## src/rtl/riscv_pkg.sv

```systemverilog
// Shared RISC-V core types: M-extension op encoding, multiply/divide FSM states,
// and the decode control bundle carried into EX.
package riscv_pkg;

    localparam int XLEN = 32;

    // Encoding equals funct3 of the M-extension instructions
    typedef enum logic [2:0] {
        MDU_MUL    = 3'b000,
        MDU_MULH   = 3'b001,
        MDU_MULHSU = 3'b010,
        MDU_MULHU  = 3'b011,
        MDU_DIV    = 3'b100,
        MDU_DIVU   = 3'b101,
        MDU_REM    = 3'b110,
        MDU_REMU   = 3'b111
    } mdu_op_e;

    typedef enum logic [1:0] {
        MDU_IDLE = 2'd0,
        MDU_RUN  = 2'd1,
        MDU_DONE = 2'd2
    } mdu_state_e;

    typedef struct packed {
        logic reg_we;
        logic mem_re;
        logic mem_we;
        logic mdu_en;
    } ctrl_s;

endpackage

```

## src/rtl/ex_muldiv.sv

```systemverilog
// Iterative multiply/divide unit: one product/quotient bit per cycle, stalling the
// pipeline while busy and presenting the result in the cycle the stall drops.
module ex_muldiv
    import riscv_pkg::*;
#(
    parameter int XLEN = riscv_pkg::XLEN
) (
    input  logic            clk,
    input  logic            rst,
    input  logic            req,
    input  mdu_op_e         op,
    input  logic [XLEN-1:0] a,
    input  logic [XLEN-1:0] b,
    input  logic            kill,
    output logic            stall,
    output logic            result_valid,
    output logic [XLEN-1:0] result
);

    localparam int CW = $clog2(XLEN);

    mdu_state_e        r_state, w_state_next;
    logic [CW-1:0]     r_cnt, w_cnt_next;
    mdu_op_e           r_op, w_op_next;
    logic [2*XLEN-1:0] r_acc, w_acc_next;
    logic [XLEN-1:0]   r_opnd, w_opnd_next;
    logic              r_neg, w_neg_next;
    logic [XLEN-1:0]   r_result, w_result_next;
    logic              r_valid, w_valid_next;

    logic              w_is_div, w_a_signed, w_b_signed, w_a_neg, w_b_neg;
    logic [XLEN-1:0]   w_a_mag, w_b_mag;
    logic              w_div_zero, w_div_ovf, w_special;
    logic [XLEN-1:0]   w_spec_result;

    assign w_is_div   = op[2];
    assign w_a_signed = w_is_div ? ~op[0] : (op != MDU_MULHU);
    assign w_b_signed = w_is_div ? ~op[0] : ~op[1];
    assign w_a_neg    = w_a_signed & a[XLEN-1];
    assign w_b_neg    = w_b_signed & b[XLEN-1];
    assign w_a_mag    = w_a_neg ? (~a + 1'b1) : a;
    assign w_b_mag    = w_b_neg ? (~b + 1'b1) : b;

    // Zero divisor and signed overflow resolve without iterating
    assign w_div_zero    = (b == '0);
    assign w_div_ovf     = ~op[0] & (a == {1'b1, {(XLEN-1){1'b0}}}) & (&b);
    assign w_special     = w_is_div & (w_div_zero | w_div_ovf);
    assign w_spec_result = w_div_zero ? (op[1] ? a : '1) : (op[1] ? '0 : a);

    // Shift-add step: the multiplier sits in the low half and shifts out LSB first
    logic [XLEN:0]     w_mul_sum;
    logic [2*XLEN-1:0] w_mul_acc;
    assign w_mul_sum = {1'b0, r_acc[2*XLEN-1:XLEN]} + (r_acc[0] ? {1'b0, r_opnd} : '0);
    assign w_mul_acc = {w_mul_sum, r_acc[XLEN-1:1]};

    // Restoring step: partial remainder in the high half, quotient shifts into the low half
    logic [XLEN:0]     w_rem_sh;
    logic              w_ge;
    logic [XLEN-1:0]   w_sub;
    logic [2*XLEN-1:0] w_div_acc;
    assign w_rem_sh  = r_acc[2*XLEN-1:XLEN-1];
    assign w_ge      = (w_rem_sh >= {1'b0, r_opnd});
    assign w_sub     = w_rem_sh[XLEN-1:0] - r_opnd;
    assign w_div_acc = {(w_ge ? w_sub : w_rem_sh[XLEN-1:0]), r_acc[XLEN-2:0], w_ge};

    logic [2*XLEN-1:0] w_step, w_prod_fix;
    logic [XLEN-1:0]   w_quot_fix, w_rem_fix, w_final;
    assign w_step     = r_op[2] ? w_div_acc : w_mul_acc;
    assign w_prod_fix = r_neg ? (~w_step + 1'b1) : w_step;
    assign w_quot_fix = r_neg ? (~w_step[XLEN-1:0] + 1'b1) : w_step[XLEN-1:0];
    assign w_rem_fix  = r_neg ? (~w_step[2*XLEN-1:XLEN] + 1'b1) : w_step[2*XLEN-1:XLEN];

    always_comb begin
        case (r_op)
            MDU_MUL:                        w_final = w_prod_fix[XLEN-1:0];
            MDU_MULH, MDU_MULHSU, MDU_MULHU: w_final = w_prod_fix[2*XLEN-1:XLEN];
            MDU_DIV, MDU_DIVU:              w_final = w_quot_fix;
            default:                        w_final = w_rem_fix;
        endcase
    end

    always_comb begin
        w_state_next  = r_state;
        w_cnt_next    = r_cnt;
        w_op_next     = r_op;
        w_acc_next    = r_acc;
        w_opnd_next   = r_opnd;
        w_neg_next    = r_neg;
        w_result_next = '0;
        w_valid_next  = 1'b0;
        stall         = 1'b0;
        case (r_state)
            MDU_IDLE: begin
                if (req && !kill) begin
                    stall      = 1'b1;
                    w_op_next  = op;
                    w_neg_next = (w_is_div && op[1]) ? w_a_neg : (w_a_neg ^ w_b_neg);
                    if (w_special) begin
                        w_state_next  = MDU_DONE;
                        w_result_next = w_spec_result;
                        w_valid_next  = 1'b1;
                    end else begin
                        w_state_next = MDU_RUN;
                        w_cnt_next   = CW'(XLEN-1);
                        w_acc_next   = {{XLEN{1'b0}}, (w_is_div ? w_a_mag : w_b_mag)};
                        w_opnd_next  = w_is_div ? w_b_mag : w_a_mag;
                    end
                end
            end
            MDU_RUN: begin
                stall = 1'b1;
                if (kill) begin
                    w_state_next = MDU_IDLE;
                    w_cnt_next   = '0;
                    w_op_next    = MDU_MUL;
                    w_acc_next   = '0;
                    w_opnd_next  = '0;
                    w_neg_next   = 1'b0;
                end else begin
                    w_acc_next = w_step;
                    w_cnt_next = r_cnt - 1'b1;
                    if (r_cnt == '0) begin
                        w_state_next  = MDU_DONE;
                        w_cnt_next    = '0;
                        w_result_next = w_final;
                        w_valid_next  = 1'b1;
                    end
                end
            end
            MDU_DONE: w_state_next = MDU_IDLE;
            default:  w_state_next = MDU_IDLE;
        endcase
    end

    always_ff @(posedge clk or negedge rst) begin
        if (!rst) begin
            r_state  <= MDU_IDLE;
            r_cnt    <= '0;
            r_op     <= MDU_MUL;
            r_acc    <= '0;
            r_opnd   <= '0;
            r_neg    <= 1'b0;
            r_result <= '0;
            r_valid  <= 1'b0;
        end else begin
            r_state  <= w_state_next;
            r_cnt    <= w_cnt_next;
            r_op     <= w_op_next;
            r_acc    <= w_acc_next;
            r_opnd   <= w_opnd_next;
            r_neg    <= w_neg_next;
            r_result <= w_result_next;
            r_valid  <= w_valid_next;
        end
    end

    assign result_valid = r_valid & ~kill;
    assign result       = r_result;

endmodule

```

## config.mk

```make
export PLATFORM = sky130hd
export DESIGN_NAME = ex_muldiv
export DESIGN_NICKNAME = d
export VERILOG_FILES = /design/src/rtl/riscv_pkg.sv /design/src/rtl/ex_muldiv.sv
export SDC_FILE = /design/constraint.sdc
export NUM_CORES = 1
export LEC_CHECK = 0
export ABC_AREA = 1
export CAP_MARGIN = 30
export CELL_PAD_IN_SITES_DETAIL_PLACEMENT = 0
export CELL_PAD_IN_SITES_GLOBAL_PLACEMENT = 2
export CORE_UTILIZATION = 33
export DETAILED_ROUTE_END_ITERATION = 12
export PLACE_DENSITY = 0.88
export SYNTH_ARGS = -nofsm -noshare
export SYNTH_HDL_FRONTEND = slang
export SYNTH_SLANG_ARGS = --single-unit
```

## constraint.sdc

```tcl
create_clock -name clk -period 4.94 [get_ports clk]
set_input_delay 0.988 -clock clk [delete_from_list [all_inputs] [get_ports clk]]
set_output_delay 0.988 -clock clk [all_outputs]
set_load 0.05 [all_outputs]
```

==> flow_summary_export.csv, run 1 <==
group,metric,value,unit
power,switching_power,7.498,mW
critical_path,worstPathRequired,5.37,ns
timing,setup_viol,0,
timing,maxSlewHeadroom,24.12,%
power,power.share.switching,61.67,%
placement,place_area,19310,sq um
critical_path,worstPathArrival,5.21,ns
floorplan,ios,105,
timing,drv_slew,0,
placement,dp_hpwl,76520,microns
routing,totalWireLength,93180,microns
power,fin_total_pwr,12.16,mW
timing,fin_setup_tns,0,ns
critical_path,path_buf_inv,5,
cts,cts_tree,"built",
timing,fin_crit_sh,96.90,%
critical_path,crit_path_max_fanout,32,
timing,fin_crit,4.787,ns
synth,synthTopCellsByCount,"849 x nand2_1, 442 x inv_1, 263 x nor2_1",
routing,firstDrtPassIters,6,
floorplan,dieArea,53740,sq um
power,pwr-share-comb,74.8,%
layout,fin_area,19940,sq um
cts,clock_path_buffers,2,
critical_path,path_class,"input pin to flip-flop",
floorplan,initial_core_util,33.70,%
timing,hold_violations,0,
power,intPower,4.660,mW
routing,routedWlPerCell,24.92,microns
power,pwr-share-seq,13.8,%
layout,drive_gt1_share,8.437,%
critical_path,path_cells,"clkdlybuf4s50_1 -> inv_1 -> ha_1 -> inv_1 -> nor3_2 -> nand2_1 -> nor3_2 -> nand2_1 -> nor2_1 -> nand4_1 -> nor2_1 -> nand4_1 -> a21oi_2 -> nand4_1 -> inv_1 -> buf_4 -> o21ai_0 -> nand2_1",
critical_path,crit_path_max_incr_delay,0.61,ns
synth,netlist_area,17430,sq um
power,p_clk_share,11.4,%
floorplan,die_y,231.8,microns
global_route,first_global_vias,19710,
power,powerDensity,609.8,nW/um^2
critical_path,cp-end-kind,"flip-flop",
placement,numPortBuffers,104,
placement,gp_congestion,1.018,
synth,synth_area_leaders,"dfrtp_1 20%, nand2_1 18%, inv_1 9.5%, nand3_1 7.3%, o21ai_0 6.0%",
synth,yosysMostFrequentCell,"nand2_1",
synth,postSynthAreaPerCell,5.910,sq um
critical_path,cp_top_family,"simple AND/OR/NAND/NOR gates",
timing,tightest_slew,1.126,ns
routing,ant_nets,0,
layout,n_fill_cell,5885,
layout,layout.nets,3188,
routing,drc_errors,0,
synth,synth_enable_flop_cells,0,
floorplan,placementRows,83,
cts,clock_tree.root_cell,"clkbuf_16",
min_path,hold_class,"input pin to asynchronous set/reset pin",
cts,clk_pin_slew,0.08,ns
cts,cts.sinks,140,
flow_run,cap_violations,0,
power,ir_drop,0.0002990,V
global_route,grt_pass1_wl,134000,microns
timing,skew,0.01887,ns
cts,insertion_delay,0.51,ns
floorplan,fp.dieW,231.8,microns
synth,synth_fp_nets,3092,
critical_path,start_kind,"input pin",
synth,synth_top_area_share,20.10,%
routing,via_per_inst,5.503,
synth,yosys.area.top_type,"dfrtp_1",
global_route,grt_overflow_total,0,
cts,cts_setup_buffers,0,
global_route,antenna_found_initial,3,
critical_path,slowest_stage,"clkdlybuf4s50_1",
global_route,grt_max_degree,91,
synth,ys_async_sr_fraction,100.0,%
timing,rsz0062_at_grt,"no",
synth,yosysWarnings,0,
run_status,status,"finished, final reports clean",
cts,h-tree-depth,4,
synth,ys.flop_type,"dfrtp_1",
synth,synth.distinct_cells,57,
synth,ys_ff_latch,140,
timing,max_freq,0.2089,GHz
routing,first_iter_violations,1876,
layout,synthToLayoutAreaGrowth,14.40,%
synth,seq_area_frac_synth,20.10,%
global_route,track_usage,34.80,%
cts,cts_buffers,17,
power,p_leak,10.21,nW
floorplan,core-area,51720,sq um
routing,num_vias,20580,
synth,synthCells,2949,
[layout make-up]
type	instances	area [sq um]	share of cell area, %
antenna	1	2.502	0.01255
clock buffer	19	442.9	2.222
clock inverter	13	131.4	0.6589
inverter	458	1719	8.623
multi-input combinational	2252	11670	58.53
sequential	140	3508	17.60
tap	680	850.8	4.267
timing repair buffer	176	1613	8.089
[worst reg2reg max path, delay by kind of cell (launching register included)]
kind	cells	cell delay, ns
DFF	1	0.57
adders and majority gates	2	0.53
buffers and inverters	3	0.33
xor gates and xnor gates	1	0.15
AOI/OAI and AO/OA	2	0.49
and+or+nand+nor	16	2.45
[per-stage QoR]
stage	std cells	utilization, %	setup WS [ns]	hold slack, ns
after global placement	3698	37.30	-0.1910	0.4797
after floorplan	2949	-	1.168	0.4488
final	3739	38.55	0.1530	0.3006
after global routing	3738	38.55	0.05454	0.2846
after detailed placement	3702	37.34	-0.2169	0.4808
after CTS	3734	38.45	0.2737	0.4974
[placed cells by master, fill, tap and decap left out, types with 8 or more instances in the layout]
cell type	instances
a21oi_1	117
a22oi_1	12
a31oi_1	17
buf_4	62
clkbuf_16	17
clkdlybuf4s50_1	103
dfrtp_1	138
ha_1	70
inv_1	442
inv_2	12
nand2_1	849
nand2_2	37
nand3_1	254
nand3_2	16
nand3b_1	14
nand4_1	44
nand4_2	11
nor2_1	262
nor2_2	33
nor2_4	9
nor3_1	36
o211ai_1	8
o21ai_0	210
o21ai_1	30
o221ai_1	17
o22ai_1	38
or2_2	10
xnor2_1	29
xor2_1	69
[cells by family after synthesis]
| logic type | share of synthesized area [%] |
|---|---|
| buf+inv | 13.00 |
| simple gates | 41.16 |
| fa+ha+maj | 5.255 |
| xor+xnor | 4.925 |
| compound gates | 15.56 |
| flops | 20.10 |
[flip-flops by register name (all words and copies together) (netlist names)]
| register | cells |
|---|---|
| r_acc | 64 |
| r_cnt | 5 |
| r_neg | 1 |
| r_op | 3 |
| r_opnd | 32 |
| r_state | 2 |
| r_valid | 1 |
| result | 32 |
[final timing paths]
check / from / end / slack, ns / cells past startpoint
worst max register to register: r_acc[0]$_DFFE_PN0P_ / result[22]$_DFF_PN0_ / 0.31 / 24
min in group clk: r_acc[30]$_DFFE_PN0P_ / r_acc[30]$_DFFE_PN0P_ / 0.50 / 2
worst min-delay path: rst / result[7]$_DFF_PN0_ / 0.30 / 1
worst min register to register: r_acc[30]$_DFFE_PN0P_ / r_acc[30]$_DFFE_PN0P_ / 0.50 / 2
max in group asynchronous: rst / r_acc[58]$_DFFE_PN0P_ / 3.36 / 3
worst max-delay path: a[0] / result[20]$_DFF_PN0_ / 0.15 / 18
[per-layer routing]
layer / global-route usage, % / vias to the layer above / share of wire, %
met5: 0 / - / 0
met4: 20.91 / 0 / 6.7
met3: 6.557 / 214 / 6.9
met2: 56.98 / 897 / 46
met1: 42.19 / 9777 / 40
li1: - / 9689 / -
[timing repair]
item / 4_1_cts / 5_1_grt
hold buffers: 0 / 0
setup endpoints to repair: 0 / 3
resized for setup: 0 / 1
[power groups by stage]
| stage | clock network, mW | registers [mW] | logic (mW) |
|---|---|---|---|
| after floorplan | 0 | 1.57 | 5.82 |
| after global placement | 0 | 1.68 | 8.97 |
| after detailed placement | 0 | 1.69 | 8.89 |
| after CTS | 1.40 | 1.67 | 8.93 |
| after global routing | 1.44 | 1.70 | 9.82 |
| final | 1.39 | 1.68 | 9.09 |
No activity file was read; power rests on OpenSTA's default activity.
==> run 2: changes to the inputs <==
GPL_ROUTABILITY_DRIVEN = 0   (was default)
==> flow_summary_export.csv, run 2 (synthesis results as in run 1) <==
group,metric,value,unit
run_status,status,"finished, final reports clean",
critical_path,r2r_start,"r_acc[37]$_DFFE_PN0P_",
floorplan,die_y,231.8,microns
critical_path,critPathCapture,"result[27]$_DFF_PN0_",
timing,rsz0062_at_grt,"no",
cts,cts_tree,"built",
timing,fin_setup_tns,0,ns
timing,skew,0.01932,ns
routing,firstDrtPassIters,6,
global_route,first_global_vias,19490,
global_route,grt_max_degree,62,
timing,max_freq,0.2208,GHz
floorplan,placementRows,83,
routing,drc_errors,0,
layout,n_fill_cell,5741,
cts,cts.sinks,140,
layout,final_cell_mix,"849 x nand2_1, 442 x inv_1, 262 x nor2_1",
floorplan,fp.dieW,231.8,microns
power,ir_drop,0.0003203,V
placement,dp_slack,0.03648,ns
timing,setup_viol,0,
timing,drv_slew,0,
timing,maxSlewHeadroom,31.86,%
global_route,antenna_found_initial,5,
floorplan,dieArea,53740,sq um
routing,totalWireLength,86300,microns
cts,cts_buffers,17,
floorplan,core-area,51720,sq um
timing,tightest_slew,1.011,ns
cts,cts_setup_buffers,0,
routing,ant_nets,0,
power,fin_total_pwr,11.95,mW
power,pwr-share-seq,14.4,%
power,switching_power,7.285,mW
cts,clock_path_buffers,2,
critical_path,path_class,"flip-flop to flip-flop",
layout,largest_reg_flops,64,
cts,clk_pin_slew,0.08,ns
timing,hold_violations,0,
routing,num_vias,20820,
routing,first_iter_violations,2157,
placement,numPortBuffers,104,
layout,final_common_cell,"nand2_1",
timing,fin_crit_sh,91.69,%
power,p_leak,10.17,nW
cts,h-tree-depth,4,
timing,fin_crit,4.529,ns
layout,regMostFlops,"r_acc",
placement,dp_hpwl,69950,microns
flow_run,cap_violations,0,
global_route,grt_pass1_wl,126200,microns
layout,diodes,0,
global_route,grt_overflow_total,0,
routing,routedWlPerCell,23.14,microns
layout,synthToLayoutAreaGrowth,14.20,%
power,p_clk_share,11.6,%
critical_path,cp-end-kind,"flip-flop",
floorplan,ios,105,
critical_path,crit_path_start,"r_acc[37]$_DFFE_PN0P_",
layout,drive_gt1_share,8.164,%
cts,hold_buffers,0,
critical_path,r2r_cells,25,
global_route,track_usage,31.96,%
floorplan,initial_core_util,33.70,%
power,powerDensity,600.2,nW/um^2
critical_path,start_kind,"flip-flop",
layout,layout.nets,3180,
cts,insertion_delay,0.48,ns
critical_path,r2r_setup_slack,0.41,ns
critical_path,crit_path_max_fanout,37,
timing,worst_slack,0.4107,ns
min_path,hold_class,"input pin to asynchronous set/reset pin",
power,pwr-share-comb,74.0,%
critical_path,worstPathArrival,4.86,ns
critical_path,worstPathRequired,5.27,ns
power,power.share.switching,60.98,%
routing,via_per_inst,5.582,
critical_path,regToRegEndpoint,"result[27]$_DFF_PN0_",
cts,clock_tree.root_cell,"clkbuf_16",
power,intPower,4.661,mW
cts,cts-resized-gates,0,
layout,final_util,38.48,%
[run 2: cell count changes in the layout (fill, tap and decap cells not counted), moves of 2 or more]
cell	change
inv_6	+2
clkinvlp_4	+2
buf_4	-8
clkinv_4	-3
[run 2: layer usage]
metal,track usage (%),vias to the layer above,wire (microns)
met5,0,-,44
li1,-,9690,-
met4,18.40,6,5412
met1,40.42,9810,35320
met2,50.60,1092,38530
met3,6.054,221,6996
[run 2: area by class of cell]
type / instances / area [sq um] / share of cell area (%)
sequential: 140 / 3508 / 17.63
timing repair buffer: 168 / 1573 / 7.902
clock buffer: 18 / 429.2 / 2.156
inverter: 458 / 1719 / 8.638
tap: 680 / 850.8 / 4.275
clock inverter: 14 / 156.4 / 0.7858
multi-input combinational: 2252 / 11670 / 58.62
[run 2: worst min-delay path by stage]
stage | endpoint | slack, ns | cells past startpoint | from
2_1_floorplan | r_acc[30]$_DFFE_PN0P_ | 0.45 | 2 | r_acc[30]$_DFFE_PN0P_
3_3_place_gp | r_acc[30]$_DFFE_PN0P_ | 0.47 | 2 | r_acc[30]$_DFFE_PN0P_
3_5_place_dp | r_acc[30]$_DFFE_PN0P_ | 0.47 | 2 | r_acc[30]$_DFFE_PN0P_
4_1_cts | result[13]$_DFF_PN0_ | 0.44 | 1 | rst
5_1_grt | result[6]$_DFF_PN0_ | 0.45 | 1 | rst
6_report | result[6]$_DFF_PN0_ | 0.43 | 1 | rst
[run 2: critical path, stage by stage (launching register included)]
cell and delay, ns:
dfrtp_1 0.47, ha_1 0.39, nand2_1 0.10, nand2_1 0.08, nand2_1 0.08, nand2_2 0.06
inv_2 0.05, nand3_2 0.13, nand2_2 0.11, nand2_2 0.06, nand3_2 0.07, buf_4 0.47
nand2_2 0.20, buf_12 0.23, nand3_1 0.08, nand3_1 0.25, nor2_2 0.32, nand2_2 0.16
nor2_2 0.18, nand2_1 0.12, nand2_4 0.13, nand2_1 0.08, nand2_1 0.06, nand3_1 0.08
nand3b_1 0.31, nand2_1 0.08
[run 2: metrics by stage]
stage | instance area, sq um | cells | hold WS [ns]
2_1_floorplan | 17430 | 2949 | 0.4488
3_3_place_gp | 19210 | 3689 | 0.4699
3_5_place_dp | 19320 | 3698 | 0.4700
4_1_cts | 19900 | 3730 | 0.4369
5_1_grt | 19900 | 3730 | 0.4506
6_report | 19900 | 3730 | 0.4317
[run 2: power groups by stage]
stage               clock network (mW)  registers (mW)  logic, mW
global route                      1.43            1.73       9.53
floorplan                            0            1.57       5.82
global placement                     0            1.71       8.57
finish                            1.39            1.71       8.85
CTS                               1.39            1.70       8.63
detailed placement                   0            1.72       8.59
==> run 3: changes to the inputs <==
==> constraint.sdc (replaced) <==
create_clock -name clk -period 4.94 [get_ports clk]
set_input_delay 0.988 -clock clk [delete_from_list [all_inputs] [get_ports clk]]
set_output_delay 0.988 -clock clk [all_outputs]
set_load 0.02 [all_outputs]
==> results of run 3 <==
Same layout as run 2 (identical final DEF). Status: finished, final reports clean.
Among the figures that moved: total power 11.95 mW -> 11.94 mW
